[config.mk]
export PLATFORM = sky130hd
export DESIGN_NAME = fft_stage_sequencer
export DESIGN_NICKNAME = d
export VERILOG_FILES = /design/src/rtl/fft_pkg.sv /design/src/rtl/fft_addr_gen.sv /design/src/rtl/fft_stage_sequencer.sv
export SDC_FILE = /design/constraint.sdc
export NUM_CORES = 1
export LEC_CHECK = 0
export BUFFER_PORTS_ARGS = -buffer_cell sky130_fd_sc_hd__buf_4
export CORE_UTILIZATION = 58
export DETAILED_ROUTE_END_ITERATION = 8
export PLACE_DENSITY = 0.84
export SLEW_MARGIN = 10
export SYNTH_ARGS = -nofsm -noshare
export SYNTH_HDL_FRONTEND = slang
export SYNTH_SLANG_ARGS = --single-unit
[constraint.sdc]
create_clock -name clock_c -period 7.9 [get_ports clock_c]
set_clock_uncertainty 0.2 [all_clocks]
set_input_delay 0.79 -clock clock_c [delete_from_list [all_inputs] [get_ports clock_c]]
set_output_delay 0.79 -clock clock_c [all_outputs]
set_load 0.02 [all_outputs]
[src/rtl/fft_pkg.sv]
// fft_pkg: shared state enum, default sizes and address helpers for the FFT sequencer
// Contents: seq_state_e, LOG2N_DEF, PIPE_LAT_DEF, bit_reverse(), insert_zero()
// Helpers work on 16-bit values, so LOG2N must not exceed 16.
package fft_pkg;
  localparam int LOG2N_DEF = 10;
  localparam int PIPE_LAT_DEF = 8;
  typedef enum logic [2:0] {S_IDLE, S_RUN, S_DRAIN, S_OUT, S_FIN} seq_state_e;
  function automatic logic [15:0] bit_reverse(input logic [15:0] v, input int n);
    logic [15:0] r;
    r = '0;
    for (int i = 0; i < 16; i++)
      if (i < n) r[i] = v[4'(n - 1 - i)];
    return r;
  endfunction
  // Opens a zero at bit p: bits at and above p move up by one.
  function automatic logic [15:0] insert_zero(input logic [15:0] v, input int p);
    logic [15:0] m;
    m = (16'(1) << p) - 16'(1);
    return ((v & ~m) << 1) | (v & m);
  endfunction
endpackage

[src/rtl/fft_addr_gen.sv]
// fft_addr_gen: combinational butterfly address and twiddle map for one radix-2 DIF stage
// Ports: stage, bfly_idx in; addr_a (upper leg), addr_b (lower leg), twiddle (ROM index) out.
module fft_addr_gen import fft_pkg::*; #(
  parameter int LOG2N = LOG2N_DEF
) (
  input  logic [3:0]       stage,
  input  logic [LOG2N-2:0] bfly_idx,
  output logic [LOG2N-1:0] addr_a,
  output logic [LOG2N-1:0] addr_b,
  output logic [LOG2N-2:0] twiddle
);
  int p;
  always_comb begin
    p = LOG2N - 1 - int'(stage);
    addr_a = LOG2N'(insert_zero(16'(bfly_idx), p));
    addr_b = addr_a | LOG2N'(16'(1) << p);
    twiddle = (LOG2N-1)'((16'(bfly_idx) & ((16'(1) << p) - 16'(1))) << stage);
  end
endmodule

[src/rtl/fft_stage_sequencer.sv]
// fft_stage_sequencer: butterfly issue scheduler for an in-place radix-2 DIF FFT
// Ports: clock_c, reset_c (async, active high), start, stall in;
//   busy, done, bfly_valid, stage, bfly_idx, addr_a, addr_b, twiddle, last_bfly,
//   rd_valid, rd_addr out (all registered).
// FFT_SEQ_BITREV_EN adds the bit-reversed output read phase; otherwise rd_* are tied to 0.
// Registers hold what the datapath sees next cycle, so stall sampled at an edge
// gates the issue in the following cycle. Entering RUN or OUT always issues.
module fft_stage_sequencer import fft_pkg::*; #(
  parameter int LOG2N = LOG2N_DEF,
  parameter int PIPE_LAT = PIPE_LAT_DEF
) (
  input  logic             clock_c,
  input  logic             reset_c,
  input  logic             start,
  input  logic             stall,
  output logic             busy,
  output logic             done,
  output logic             bfly_valid,
  output logic [3:0]       stage,
  output logic [LOG2N-2:0] bfly_idx,
  output logic [LOG2N-1:0] addr_a,
  output logic [LOG2N-1:0] addr_b,
  output logic [LOG2N-2:0] twiddle,
  output logic             last_bfly,
  output logic             rd_valid,
  output logic [LOG2N-1:0] rd_addr
);
  localparam int CW = $clog2(PIPE_LAT) + 1;
  localparam logic [3:0] STAGE_LAST = 4'(LOG2N - 1);
`ifdef FFT_SEQ_BITREV_EN
  localparam seq_state_e AFTER_FFT = S_OUT;
`else
  localparam seq_state_e AFTER_FFT = S_FIN;
`endif
  seq_state_e state_q, state_n;
  logic [CW-1:0] cnt_q, cnt_n;
  logic [3:0] stage_n;
  logic [LOG2N-2:0] idx_n, tw_n;
  logic [LOG2N-1:0] a_n, b_n;
  logic valid_n, stage_end, drain_end;
  assign stage_end = bfly_valid && bfly_idx == '1;
  assign drain_end = cnt_q == CW'(PIPE_LAT - 1);
`ifdef FFT_SEQ_BITREV_EN
  logic [LOG2N-1:0] k_q, k_n;
  logic rdv_n, out_end;
  assign out_end = rd_valid && k_q == '1;
`endif
  always_ff @(posedge clock_c or posedge reset_c)
    if (reset_c) state_q <= S_IDLE;
    else state_q <= state_n;
  always_comb begin
    state_n = S_IDLE;
    case (state_q)
      S_IDLE:  state_n = start ? S_RUN : S_IDLE;
      S_RUN:   state_n = stage_end ? S_DRAIN : S_RUN;
      S_DRAIN: state_n = !drain_end ? S_DRAIN : stage != STAGE_LAST ? S_RUN : AFTER_FFT;
`ifdef FFT_SEQ_BITREV_EN
      S_OUT:   state_n = out_end ? S_FIN : S_OUT;
`endif
      default: state_n = S_IDLE;
    endcase
  end
  // bfly_idx points at the next butterfly while a stall bubble is shown.
  always_comb begin
    stage_n = stage;
    idx_n = bfly_idx;
    valid_n = 1'b0;
    cnt_n = (state_q == S_DRAIN && state_n == S_DRAIN) ? cnt_q + CW'(1) : '0;
    if (state_n == S_RUN && state_q != S_RUN) begin
      stage_n = state_q == S_DRAIN ? stage + 4'd1 : 4'd0;
      idx_n = '0;
      valid_n = 1'b1;
    end else if (state_n == S_RUN) begin
      idx_n = bfly_idx + (LOG2N-1)'(bfly_valid);
      valid_n = !stall;
    end
  end
  fft_addr_gen #(.LOG2N(LOG2N)) u_addr_gen (
    .stage(stage_n),
    .bfly_idx(idx_n),
    .addr_a(a_n),
    .addr_b(b_n),
    .twiddle(tw_n)
  );
  always_ff @(posedge clock_c or posedge reset_c)
    if (reset_c) begin
      cnt_q <= '0;
      busy <= 1'b0;
      done <= 1'b0;
      bfly_valid <= 1'b0;
      last_bfly <= 1'b0;
      stage <= '0;
      bfly_idx <= '0;
      addr_a <= '0;
      addr_b <= '0;
      twiddle <= '0;
    end else begin
      cnt_q <= cnt_n;
      busy <= state_n != S_IDLE;
      done <= state_n == S_FIN;
      bfly_valid <= valid_n;
      last_bfly <= valid_n && idx_n == '1;
      stage <= stage_n;
      bfly_idx <= idx_n;
      addr_a <= a_n;
      addr_b <= b_n;
      twiddle <= tw_n;
    end
`ifdef FFT_SEQ_BITREV_EN
  always_comb begin
    k_n = k_q;
    rdv_n = 1'b0;
    if (state_q == S_DRAIN && state_n == S_OUT) begin
      k_n = '0;
      rdv_n = 1'b1;
    end else if (state_q == S_OUT && state_n == S_OUT) begin
      k_n = k_q + LOG2N'(rd_valid);
      rdv_n = !stall;
    end
  end
  always_ff @(posedge clock_c or posedge reset_c)
    if (reset_c) begin
      k_q <= '0;
      rd_valid <= 1'b0;
      rd_addr <= '0;
    end else begin
      k_q <= k_n;
      rd_valid <= rdv_n;
      rd_addr <= LOG2N'(bit_reverse(16'(k_n), LOG2N));
    end
`else
  assign rd_valid = 1'b0;
  assign rd_addr = '0;
`endif
endmodule

# == Yosys cells after proc, flatten, opt, wreduce, memory -nomap -nowiden ==
# Index checks and enable logic that the tools add are counted.
# Widths: inputs -> output; s select.
# classes
addsub,6
n_eq_ne,10
shifts,2
muxes,12
bitwise,6
reduce_logical,7
# op_table
operator,n
$shl 1x32->16 const A,1
$or 10x10->10,2
$eq 9x9->1 const B,2
$mux 9,2
$and 9x16->16,1
$shl 16x4->9,1
$sub 16x1->16 const B,1
$mux 4,3
$and 9x10->10,1
$sub 10x2->10 const B,1
$add 9x1->9,1
$and 9x9->9,1
$not 9->9,1
$pmux 3 s3,1
$add 4x1->4 const B,2
$eq 3x1->1 const B,2
$eq 3x2->1 const B,2
$mux 3,2
$sub 4x4->5 const A,1
$eq 4x3->1 const B,1
$logic_and 1x1->1,4
$ne 4x4->1 const B,1
$eq 3x3->1 const B,1
$logic_not 3->1,1
other kinds (5),7
# word_totals
regBits,53
inputBits,4
output_inout_bits,57
elab_cells,54

# == Logic depth before layout (Yosys ltp) ==
# Gate-level depths: netlist (run 1).
# depth
ltp_word,14
depth_mapped,19
mapped_depth_nobuf,16

# == Hierarchy ==
# From an unflattened synthesis (run 1), not the netlist that was laid out.
# hier_totals
hier_cells,315
hier_area_um2,3002.9
# by_module_without_submodules
module,n_inst,cells_each,area_per_inst_um2,seq_area_each_um2
fft_stage_sequencer,1,161,2045.7,1326.3
fft_addr_gen,1,154,957.2,0.0

# == Worst setup path after synthesis (run 1) ==
# OpenSTA, ideal clock, no wires.
# synth_path
path_type,register to register
startpoint,register stage[1]
endpoint,register twiddle[8]
setup_time_ns,0.123
arrival_ns,4.377
t_required_ns,7.577
slack_ns,3.200
stages_incl_launch_ff,18
path_buffers,3
synth_period_minus_slack_ns,4.700
cell_sequence,dfrtp_1 inv_1 ha_1 and3b_1 or3_1 clkbuf_1 a2bb2oi_4 clkbuf_1 ha_1 or4_4 o21ai_0 nand4_1 ha_1 clkbuf_1 o221a_4 o211a_1 o41a_1 o221a_1
# synth_via
elab_chain_len,12
elab_cells_between_ends,16
classes_between,3 x add/sub; 2 x eq/ne; 2 x shift; 7 x mux; 1 x bitwise; 1 x reduce/logical
# synth_lines
element,line,source
from (decl),fft_stage_sequencer.sv:19,"output logic [3:0] stage,"
from (signal assigned),fft_stage_sequencer.sv:103,stage <= stage_n;
$ne 4x4->1,fft_stage_sequencer.sv:56,S_DRAIN: state_n = !drain_end ? S_DRAIN : stage != STAGE_LAST ? S_RUN : AFTER_FFT;
$mux 3 (2 in series),fft_stage_sequencer.sv:56,
$pmux 3 s3,fft_stage_sequencer.sv:53,case (state_q)
$eq 3x1->1,"fft_stage_sequencer.sv:69, fft_stage_sequencer.sv:73",
$logic_and 1x1->1,fft_stage_sequencer.sv:69,if (state_n == S_RUN && state_q != S_RUN) begin
$mux 4,fft_stage_sequencer.sv:69,
$sub 4x4->5,fft_addr_gen.sv:14,p = LOG2N - 1 - int'(stage);
$shl 1x32->16,-,
$sub 16x1->16,fft_addr_gen.sv:17,twiddle = (LOG2N-1)'((16'(bfly_idx) & ((16'(1) << p) - 16'(1))) << stage);
$and 9x16->16,fft_addr_gen.sv:17,
$shl 16x4->9 *,fft_addr_gen.sv:17,
named net tw_n[8],fft_stage_sequencer.sv:38,"logic [LOG2N-2:0] idx_n, tw_n;"
to (signal assigned),fft_stage_sequencer.sv:107,twiddle <= tw_n;
to (decl),fft_stage_sequencer.sv:23,"output logic [LOG2N-2:0] twiddle,"
# The timed path passes the listed nets; every way through them passes the cells marked *.

# == Worst setup path after layout (run 1) ==
# layout_path
startpoint,register state_q[0]
endpoint,register twiddle[8]
# layout_via
elab_chain_len,10
elab_cells_between_ends,16
classes_between,2 x add/sub; 4 x eq/ne; 2 x shift; 5 x mux; 1 x bitwise; 2 x reduce/logical
# layout_lines
element,line,source
from (decl),fft_stage_sequencer.sv:35,"seq_state_e state_q, state_n;"
from (signal assigned),fft_stage_sequencer.sv:50,else state_q <= state_n;
"$eq 3x2->1, or another cell as far along","fft_stage_sequencer.sv:53, fft_stage_sequencer.sv:70",
$pmux 3 s3,fft_stage_sequencer.sv:53,
$eq 3x1->1,"fft_stage_sequencer.sv:69, fft_stage_sequencer.sv:73",
$logic_and 1x1->1,fft_stage_sequencer.sv:69,
$mux 4,fft_stage_sequencer.sv:69,
$sub 4x4->5,fft_addr_gen.sv:14,
$shl 1x32->16,-,
$sub 16x1->16,fft_addr_gen.sv:17,
$and 9x16->16,fft_addr_gen.sv:17,
$shl 16x4->9 *,fft_addr_gen.sv:17,
named net tw_n[8],fft_stage_sequencer.sv:38,
# Marks and branches as above.

==> results_tabular.tex, run 1 <==
\begin{tabular}{lr}
\hline
Metric & Value \\
\hline
\multicolumn{2}{l}{\textbf{Outcome}} \\
Result of the run & finished, final reports clean \\
\multicolumn{2}{l}{\textbf{STA}} \\
Final worst path period need & roughly 5.0 ns \\
Post-route clock period utilization & 0.6333 \\
F\_max & 199.9 MHz \\
Worst-Margin Slew & 1.058 ns \\
Remaining max-slew budget at the tightest pin & 0.2937 \\
Final-layout worst hold slack & 0.2810 ns \\
Total Neg Setup Slack & 0 ns \\
Final setup violation count & 0 \\
Unrepaired setup endpoints after global routing & no \\
Max-slew violation count & 0 \\
Number of failing hold endpoints at the final stage & 0 \\
\multicolumn{2}{l}{\textbf{Routing}} \\
Vias per inst & 6.306 \\
Number of antenna-violating nets in the routed design & 0 \\
Overall via count from detail\_route & 2428 \\
Total routed wirelength & between 6000 and 7000 um \\
Detailed Route Iter0 Violations & 248 \\
Detailed-route DRC error count & 0 \\
Routed len/inst & 17.84 um \\
First-pass iteration count of the detailed router & 5 \\
\multicolumn{2}{l}{\textbf{Final layout}} \\
Design Area, Final & roughly 3300 sq um \\
Final core area utilization & 0.7275 \\
Final-layout fill cell count & 351 \\
Antenna Cells & 0 \\
Synth-to-Final Area Change & 16.45\% \\
Layout cells sized above 1 & 0.2102 \\
Multi-input logic area & $\sim$1300 sq um \\
Storage cell area & 1326 sq um \\
Final net count & approximately 340 \\
Number of cells in the finished layout apart from fillers & 385 \\
\multicolumn{2}{l}{\textbf{Yosys}} \\
Warning count from the yosys run & 0 \\
Ranking of synthesized cells by instance count & dfrtp\_1, nor2\_1, nand2\_1, nand3\_1 \\
Share of cell area taken by muxes after synthesis & 0.007114 \\
Combinational family with the most area after synthesis & simple AND/OR/NAND/NOR gates \\
Number of flops mapped to enable cells by yosys & 0 \\
Post-synthesis share of cell area spent on xor and xnor gates & 0.03112 \\
Synth Cell Area & 2814 sq um \\
Post-synth top flop & dfrtp\_1 \\
Register area share after synthesis & 0.4713 \\
Per-instance average area after synthesis & 9.771 sq um \\
Synthesized flop and latch total & 53 \\
Proportion of register bits with asynchronous set or reset after synthesis & 1.000 \\
Arithmetic-cell share of the synthesized area counting full adders, half adders and majority gates & 0.03112 \\
Synthesized instance count & 288 \\
Fraction of the mapped netlist area in compound gates & 0.1885 \\
Share of Yosys cell area claimed by the top area cell type & 0.4713 \\
Post-synthesis cell type count & 61 \\
Most common cell in the synthesized netlist & dfrtp\_1 \\
Synth Area in Simple Gates & 0.1983 \\
Cell taking the most area after synthesis & dfrtp\_1 \\
Synth top area cells & dfrtp\_1, nor2\_1, buf\_4, ha\_1, nand2\_1 \\
\multicolumn{2}{l}{\textbf{CTS}} \\
Clock insertion delay at the later pin of the skew report & 0.31 ns \\
Maximum root-to-sink buffer count & 2 \\
CTS Sinks & 53 \\
\# H-tree levels & 2 \\
Reg clk slew, reported paths & about 0.090 ns \\
Post-cts hold buffer count & 0 \\
Number of post-CTS setup repair buffers & 0 \\
Post-cts sizing count & 0 \\
Number of buffers added by the clock tree synthesis step & 5 \\
Buffer type at the clock tree root & clkbuf\_8 \\
Clock tree from TritonCTS & yes \\
\multicolumn{2}{l}{\textbf{Job}} \\
Total of max-cap violations & 0 \\
\multicolumn{2}{l}{\textbf{Floorplan}} \\
Core ar. & around 4500 sq um \\
Width of the chip & 71.66 um \\
Die Footprint & around 5100 sq um \\
Starting density of the core & 0.6247 \\
Ports placed on the boundary & 61 \\
Height of the die & 71.66 um \\
Cell Rows & 24 \\
\multicolumn{2}{l}{\textbf{Worst setup path}} \\
Series of cell instances along the critical path & or3b\_1, or3\_1, o211a\_1, ha\_1, or4\_4, o21ai\_0, nand4\_1, ha\_1, inv\_1, nor2\_1, o211a\_1, o41a\_1, o221a\_1 \\
Crit path max fanout & 10 \\
Delay contributed by the slowest stage of the critical path & 0.59 ns \\
Category of cells accounting for the largest share of critical-path delay & simple AND/OR/NAND/NOR gates \\
Required time of the critical path & 7.90 ns \\
Buffering stage count on the worst path with inverters included & 1 \\
Path type of the worst setup path & flop to flop \\
Arrival time reported for the critical path endpoint & 5.00 ns \\
Cell with the largest stage delay on the worst path & or4\_4 \\
Endpoint type of the worst setup path & flop \\
Crit start category & flop \\
\multicolumn{2}{l}{\textbf{GRT}} \\
Number of antenna violations at the first check in global routing & 0 \\
Maximum number of pins on one net before global-route repair & 54 \\
Number of global-route vias before repair & 2277 \\
Total track usage & 0.2882 \\
Remaining Overflow, GRT & 0 \\
First-pass GRT wire length & 11360 um \\
\multicolumn{2}{l}{\textbf{Placement}} \\
Placer Congestion & about 1.0 \\
Placed wire-length estimate after detailed placement & slightly below 5000 um \\
Input/output buffers & 49 \\
Placed instance count & roughly 380 \\
Area after DPL & 3157 sq um \\
\multicolumn{2}{l}{\textbf{Min path}} \\
Hold crit path type & flop to flop \\
\multicolumn{2}{l}{\textbf{Pwr}} \\
Largest voltage drop on the vdd net & 0.1595 mV \\
Pwr Density & approximately 290 nW/um\^{}2 \\
Static power due to leakage & 0.001601 uW \\
Part of the total power dissipated in sequential elements & 0.398 \\
Int Power & between 500 and 600 uW \\
Fraction of power consumed by the clock network & 0.203 \\
Logic pwr share & 0.399 \\
Net switching power of the design & 353.2 uW \\
Switching share of power & 0.3761 \\
\hline
\end{tabular}
[per-stage QoR]
stage	total power (uW)	setup WS, ns
final	939.2	2.897
after detailed placement	747.2	2.861
after global placement	746.2	3.025
after global routing	983.5	2.619
after floorplan	600.8	3.200
after CTS	937.9	2.939
[layout make-up]
type	instances	area share
flip-flops and latches	53	0.4047
multi-input cells	206	0.4044
repair buffers	51	0.1168
clock buffers	6	0.02520
well taps	52	0.01985
inverters	15	0.01756
clock inverters	2	0.01145
[layer usage]
| layer | GRT usage | vias up | share of wire |
|---|---|---|---|
| li1 | - | 1113 | - |
| met1 | 0.4132 | 1160 | 0.44 |
| met2 | 0.4403 | 136 | 0.46 |
| met3 | 0.05626 | 19 | 0.084 |
| met4 | 0.1002 | 0 | 0.020 |
| met5 | 0 | - | 0 |
[sequential cells by signal, indices dropped and copies added (netlist names)]
name        cells
addr_a         10
addr_b         10
bfly_idx        9
bfly_valid      1
busy            1
cnt_q           4
done            1
last_bfly       1
stage           4
state_q         3
twiddle         9
[worst reg2reg max path, cell delays in order (launching register included)]
cell	delay, ns
dfrtp_1	0.41
or3b_1	0.53
or3_1	0.56
o211a_1	0.41
ha_1	0.31
or4_4	0.59
o21ai_0	0.20
nand4_1	0.27
ha_1	0.39
inv_1	0.17
nor2_1	0.06
o211a_1	0.22
o41a_1	0.36
o221a_1	0.21
[power by group through the flow]
stage	Combinational, uW	Clock, uW	Sequential, uW
2_1_floorplan	156	0	444
3_3_place_gp	369	0	377
3_5_place_dp	370	0	377
4_1_cts	372	193	373
5_1_grt	402	202	380
6_report	375	191	373
[kinds of logic (layout without fill, tap and decap cells)]
kind of cell,after synthesis,after routing
simple gates,109,109
compound gates,67,67
flops,53,53
buf+inv,39,74
xor+xnor,10,10
fa+ha+maj,7,7
mux,2,2
other cells,1,11
[cell usage in the layout (no fill, tap or decap), types with 6 or more instances in the layout]
master / instances
buf_4: 51
dfrtp_1: 53
ha_1: 7
o31ai_1: 7
nand4_1: 7
nand3_1: 14
nor2_1: 26
nand2_1: 23
conb_1: 11
nor4_1: 7
o21ai_0: 8
a21oi_1: 11
nor3_1: 8
clkbuf_8: 6
inv_1: 11
[path summary, 6_finish.rpt]
check	startpoint	endpoint	slack, ns	depth (start not counted)
max	state_q[0]	twiddle[8]	2.90	13
min in group asynchronous	reset_c	addr_b[1]	0.54	2
max reg2reg	state_q[0]	twiddle[8]	2.90	13
min	cnt_q[0]	cnt_q[0]	0.28	1
min reg2reg	cnt_q[0]	cnt_q[0]	0.28	1
max in group asynchronous	reset_c	twiddle[2]	6.30	2
(Power assumes the default switching activity.)
==> run 2: changes to the inputs <==
--- a/config.mk
+++ b/config.mk
@@ -5,10 +5,11 @@
 export SDC_FILE = /design/constraint.sdc
 export NUM_CORES = 1
 export LEC_CHECK = 0
+export ABC_AREA = 1
 export BUFFER_PORTS_ARGS = -buffer_cell sky130_fd_sc_hd__buf_4
-export CORE_UTILIZATION = 58
+export CORE_UTILIZATION = 55
 export DETAILED_ROUTE_END_ITERATION = 8
-export PLACE_DENSITY = 0.84
+export PLACE_DENSITY = 0.8
 export SLEW_MARGIN = 10
 export SYNTH_ARGS = -nofsm -noshare
 export SYNTH_HDL_FRONTEND = slang
==> constraint.sdc (replaced) <==
create_clock -name clock_c -period 4.72 [get_ports clock_c]
set_clock_uncertainty 0.2 [all_clocks]
set_input_delay 0.472 -clock clock_c [delete_from_list [all_inputs] [get_ports clock_c]]
set_output_delay 0.472 -clock clock_c [all_outputs]
set_load 0.02 [all_outputs]
==> results_tabular.tex, run 2 <==
\begin{tabular}{lr}
\hline
Metric & Value \\
\hline
\multicolumn{2}{l}{\textbf{Outcome}} \\
Result of the run & finished, final reports clean \\
\multicolumn{2}{l}{\textbf{Final layout}} \\
Synth-to-Final Area Change & 14.22\% \\
Final-layout fill cell count & 477 (+36\%) \\
Layout cells sized above 1 & 0.2843 (+0.07413) \\
Number of cells in the finished layout apart from fillers & 487 (+26\%) \\
Storage cell area & 1326 sq um (unchanged) \\
Final net count & 425 (+24\%) \\
Multi-input logic area & 1530 sq um (+15\%) \\
Leading registers by flop count & addr\_a x10, addr\_b x10 \\
Antenna Cells & 0 (unchanged) \\
Highest-count cells in the layout ignoring fill and taps & nand2\_1, dfrtp\_1, buf\_4 \\
Commonest non-fill, non-tap cell in the layout & nand2\_1 \\
\multicolumn{2}{l}{\textbf{Yosys}} \\
Most common cell in the synthesized netlist & nand2\_1 \\
Post-synthesis cell type count & 42 (-31\%) \\
Ranking of synthesized cells by instance count & nand2\_1, dfrtp\_1, nand3\_1, inv\_1, nor2\_1 \\
Combinational family with the most area after synthesis & simple AND/OR/NAND/NOR gates \\
Synth top area cells & dfrtp\_1, nand2\_1, nand3\_1, inv\_1, nor2\_1 \\
Per-instance average area after synthesis & 8.583 sq um (-12\%) \\
Post-synth top flop & dfrtp\_1 \\
Synth Area in Simple Gates & 0.3692 (+0.1709) \\
Post-synthesis share of cell area spent on xor and xnor gates & 0.01121 (-0.01991) \\
Cell taking the most area after synthesis & dfrtp\_1 \\
Synth Cell Area & 3124 sq um (+11\%) \\
Arithmetic-cell share of the synthesized area counting full adders, half adders and majority gates & 0.02803 (-0.003091) \\
Share of cell area taken by muxes after synthesis & 0 (-0.007114) \\
Synthesized flop and latch total & 53 (unchanged) \\
Proportion of register bits with asynchronous set or reset after synthesis & 1.000 (unchanged) \\
Fraction of the mapped netlist area in compound gates & 0.06808 (-0.1204) \\
Share of Yosys cell area claimed by the top area cell type & 0.4245 (-0.04681) \\
Warning count from the yosys run & 0 (unchanged) \\
Register area share after synthesis & 0.4245 (-0.04681) \\
Number of flops mapped to enable cells by yosys & 0 (unchanged) \\
Synthesized instance count & 364 (+26\%) \\
\multicolumn{2}{l}{\textbf{CTS}} \\
Clock tree from TritonCTS & yes \\
Reg clk slew, reported paths & 0.09 ns (about the same) \\
Clock insertion delay at the later pin of the skew report & 0.30 ns (about the same) \\
Number of post-CTS setup repair buffers & 0 (unchanged) \\
Number of buffers added by the clock tree synthesis step & 5 (unchanged) \\
Buffer type at the clock tree root & clkbuf\_8 \\
Post-cts hold buffer count & 0 (unchanged) \\
CTS Sinks & 53 (unchanged) \\
Post-cts sizing count & 0 (unchanged) \\
Maximum root-to-sink buffer count & 2 (unchanged) \\
\# H-tree levels & 2 (unchanged) \\
\multicolumn{2}{l}{\textbf{Floorplan}} \\
Height of the die & 77.37 um (+8.0\%) \\
Width of the chip & 77.37 um (+8.0\%) \\
Ports placed on the boundary & 61 (unchanged) \\
Core ar. & 5507 sq um (+22\%) \\
Starting density of the core & 0.5674 (-0.05735) \\
Cell Rows & 27 (+13\%) \\
Die Footprint & 5986 sq um (+17\%) \\
\multicolumn{2}{l}{\textbf{Min path}} \\
Start point of the worst min-delay path & stall \\
Hold crit path type & input pin to flop \\
\multicolumn{2}{l}{\textbf{Worst setup path}} \\
Crit path max fanout & 13 (+3) \\
Startpoint of the worst register-to-register path & stage[0] \\
Path type of the worst setup path & flop to flop \\
Arrival time reported for the critical path endpoint & 3.69 ns (-1.31 ns) \\
Endpoint type of the worst setup path & flop \\
Startpoint of the worst setup timing path & stage[0] \\
Crit start category & flop \\
Required time of the critical path & 4.74 ns (-3.16 ns) \\
\multicolumn{2}{l}{\textbf{GRT}} \\
Remaining Overflow, GRT & 0 (unchanged) \\
Total track usage & 0.2344 (-0.05376) \\
Maximum number of pins on one net before global-route repair & 54 (unchanged) \\
Number of antenna violations at the first check in global routing & 0 (unchanged) \\
Number of global-route vias before repair & 2358 (+3.6\%) \\
First-pass GRT wire length & 11080 um (-2.5\%) \\
\multicolumn{2}{l}{\textbf{Placement}} \\
Placed instance count & 479 (+27\%) \\
Input/output buffers & 49 (unchanged) \\
Placer Congestion & 0.9633 (-4.4\%) \\
Placed wire-length estimate after detailed placement & 5116 um (+4.8\%) \\
Minimum setup slack after placement & 1.085 ns (-1.775 ns) \\
\multicolumn{2}{l}{\textbf{STA}} \\
Unrepaired setup endpoints after global routing & no \\
Total Neg Setup Slack & 0 ns (unchanged) \\
Final worst path period need & 3.676 ns (-1.327 ns) \\
Number of failing hold endpoints at the final stage & 0 (unchanged) \\
Minimum setup slack in the final design & 1.044 ns (-1.853 ns) \\
Final setup violation count & 0 (unchanged) \\
Post-route clock period utilization & 0.7789 (+0.1456) \\
Max-slew violation count & 0 (unchanged) \\
Remaining max-slew budget at the tightest pin & 0.2978 (+0.004142) \\
F\_max & 272.0 MHz (+36\%) \\
Worst-Margin Slew & 1.052 ns (-0.006204 ns) \\
\multicolumn{2}{l}{\textbf{Routing}} \\
Total routed wirelength & 6473 um (-5.8\%) \\
Vias per inst & 5.224 (-17\%) \\
Number of antenna-violating nets in the routed design & 0 (unchanged) \\
First-pass iteration count of the detailed router & 4 (-1) \\
Detailed Route Iter0 Violations & 156 (-37\%) \\
Routed len/inst & 13.29 um (-25\%) \\
Detailed-route DRC error count & 0 (unchanged) \\
Overall via count from detail\_route & 2544 (+4.8\%) \\
\multicolumn{2}{l}{\textbf{Pwr}} \\
Pwr Density & 404.0 nW/um\^{}2 (+41\%) \\
Largest voltage drop on the vdd net & 0.2144 mV (+34\%) \\
Static power due to leakage & 0.001829 uW (+14\%) \\
\multicolumn{2}{l}{\textbf{Job}} \\
Total of max-cap violations & 0 (unchanged) \\
\hline
\end{tabular}
-- run 2: cells by family after synthesis --
logic type	Yosys count
adder cells (fa/ha/maj)	7
other	1
AO/OA/AOI/OAI	30
flip-flops	53
buffers and inverters	59
XOR/XNOR	4
AND/OR/NAND/NOR	210
-- run 2: worst paths after layout --
path / slack [ns] / endpoint / depth (start not counted)
setup / recovery: 1.04 / twiddle[5] / 19
hold / removal: 0.22 / bfly_valid / 2
setup reg to reg: 1.04 / twiddle[5] / 19
hold reg to reg: 0.27 / cnt_q[0] / 1
max in group asynchronous: 3.44 / stage[0] / 2
min in group asynchronous: 0.23 / twiddle[7] / 2
-- run 2: critical path, stage by stage, from the launching register on --
cell and delay, ns:
dfrtp_1 0.48, ha_1 0.22, nand3_2 0.12, nand3_4 0.15, nand2_8 0.11, nand2_2 0.09, nand2_4 0.12, ha_1 0.36
inv_1 0.18, nand2_2 0.16, nor2_4 0.15, nand2_1 0.11, ha_1 0.34, nor2_1 0.25, nand2_1 0.11, nand2_1 0.08
nand2_1 0.06, nand2_1 0.06, nand2_1 0.05, a31oi_1 0.17
-- run 2: power by group --
group	internal, uW	switching, uW
logic	217	388
registers	543	43.7
clock network	106	143
total	866	575
-- run 2: final cells by class --
class,count,share of cell area
repair buffers,49,0.1031
multi-input cells,262,0.4288
clock inverters,2,0.003857
clock buffers,6,0.02034
inverters,43,0.04698
flip-flops and latches,53,0.3717
well taps,72,0.02525
-- run 2: per-stage QoR --
stage,util,hold slack (ns),area [sq um],power (uW)
after CTS,0.6480,0.2070,3568,1455
after floorplan,-,0.2331,3162,980.4
final,0.6480,0.2193,3568,1442
after global placement,0.6324,0.2435,3482,1194
after detailed placement,0.6324,0.2619,3482,1203
after global routing,0.6480,0.2085,3568,1532
-- run 2: layer usage --
layer | wire, um | vias up | track usage | share of wire
li1 | - | 1261 | - | -
met1 | 2942 | 1191 | 0.3210 | 0.45
met2 | 3071 | 83 | 0.3805 | 0.47
met3 | 348 | 9 | 0.04353 | 0.054
met4 | 110 | 0 | 0.06604 | 0.017
met5 | 0 | - | 0 | 0
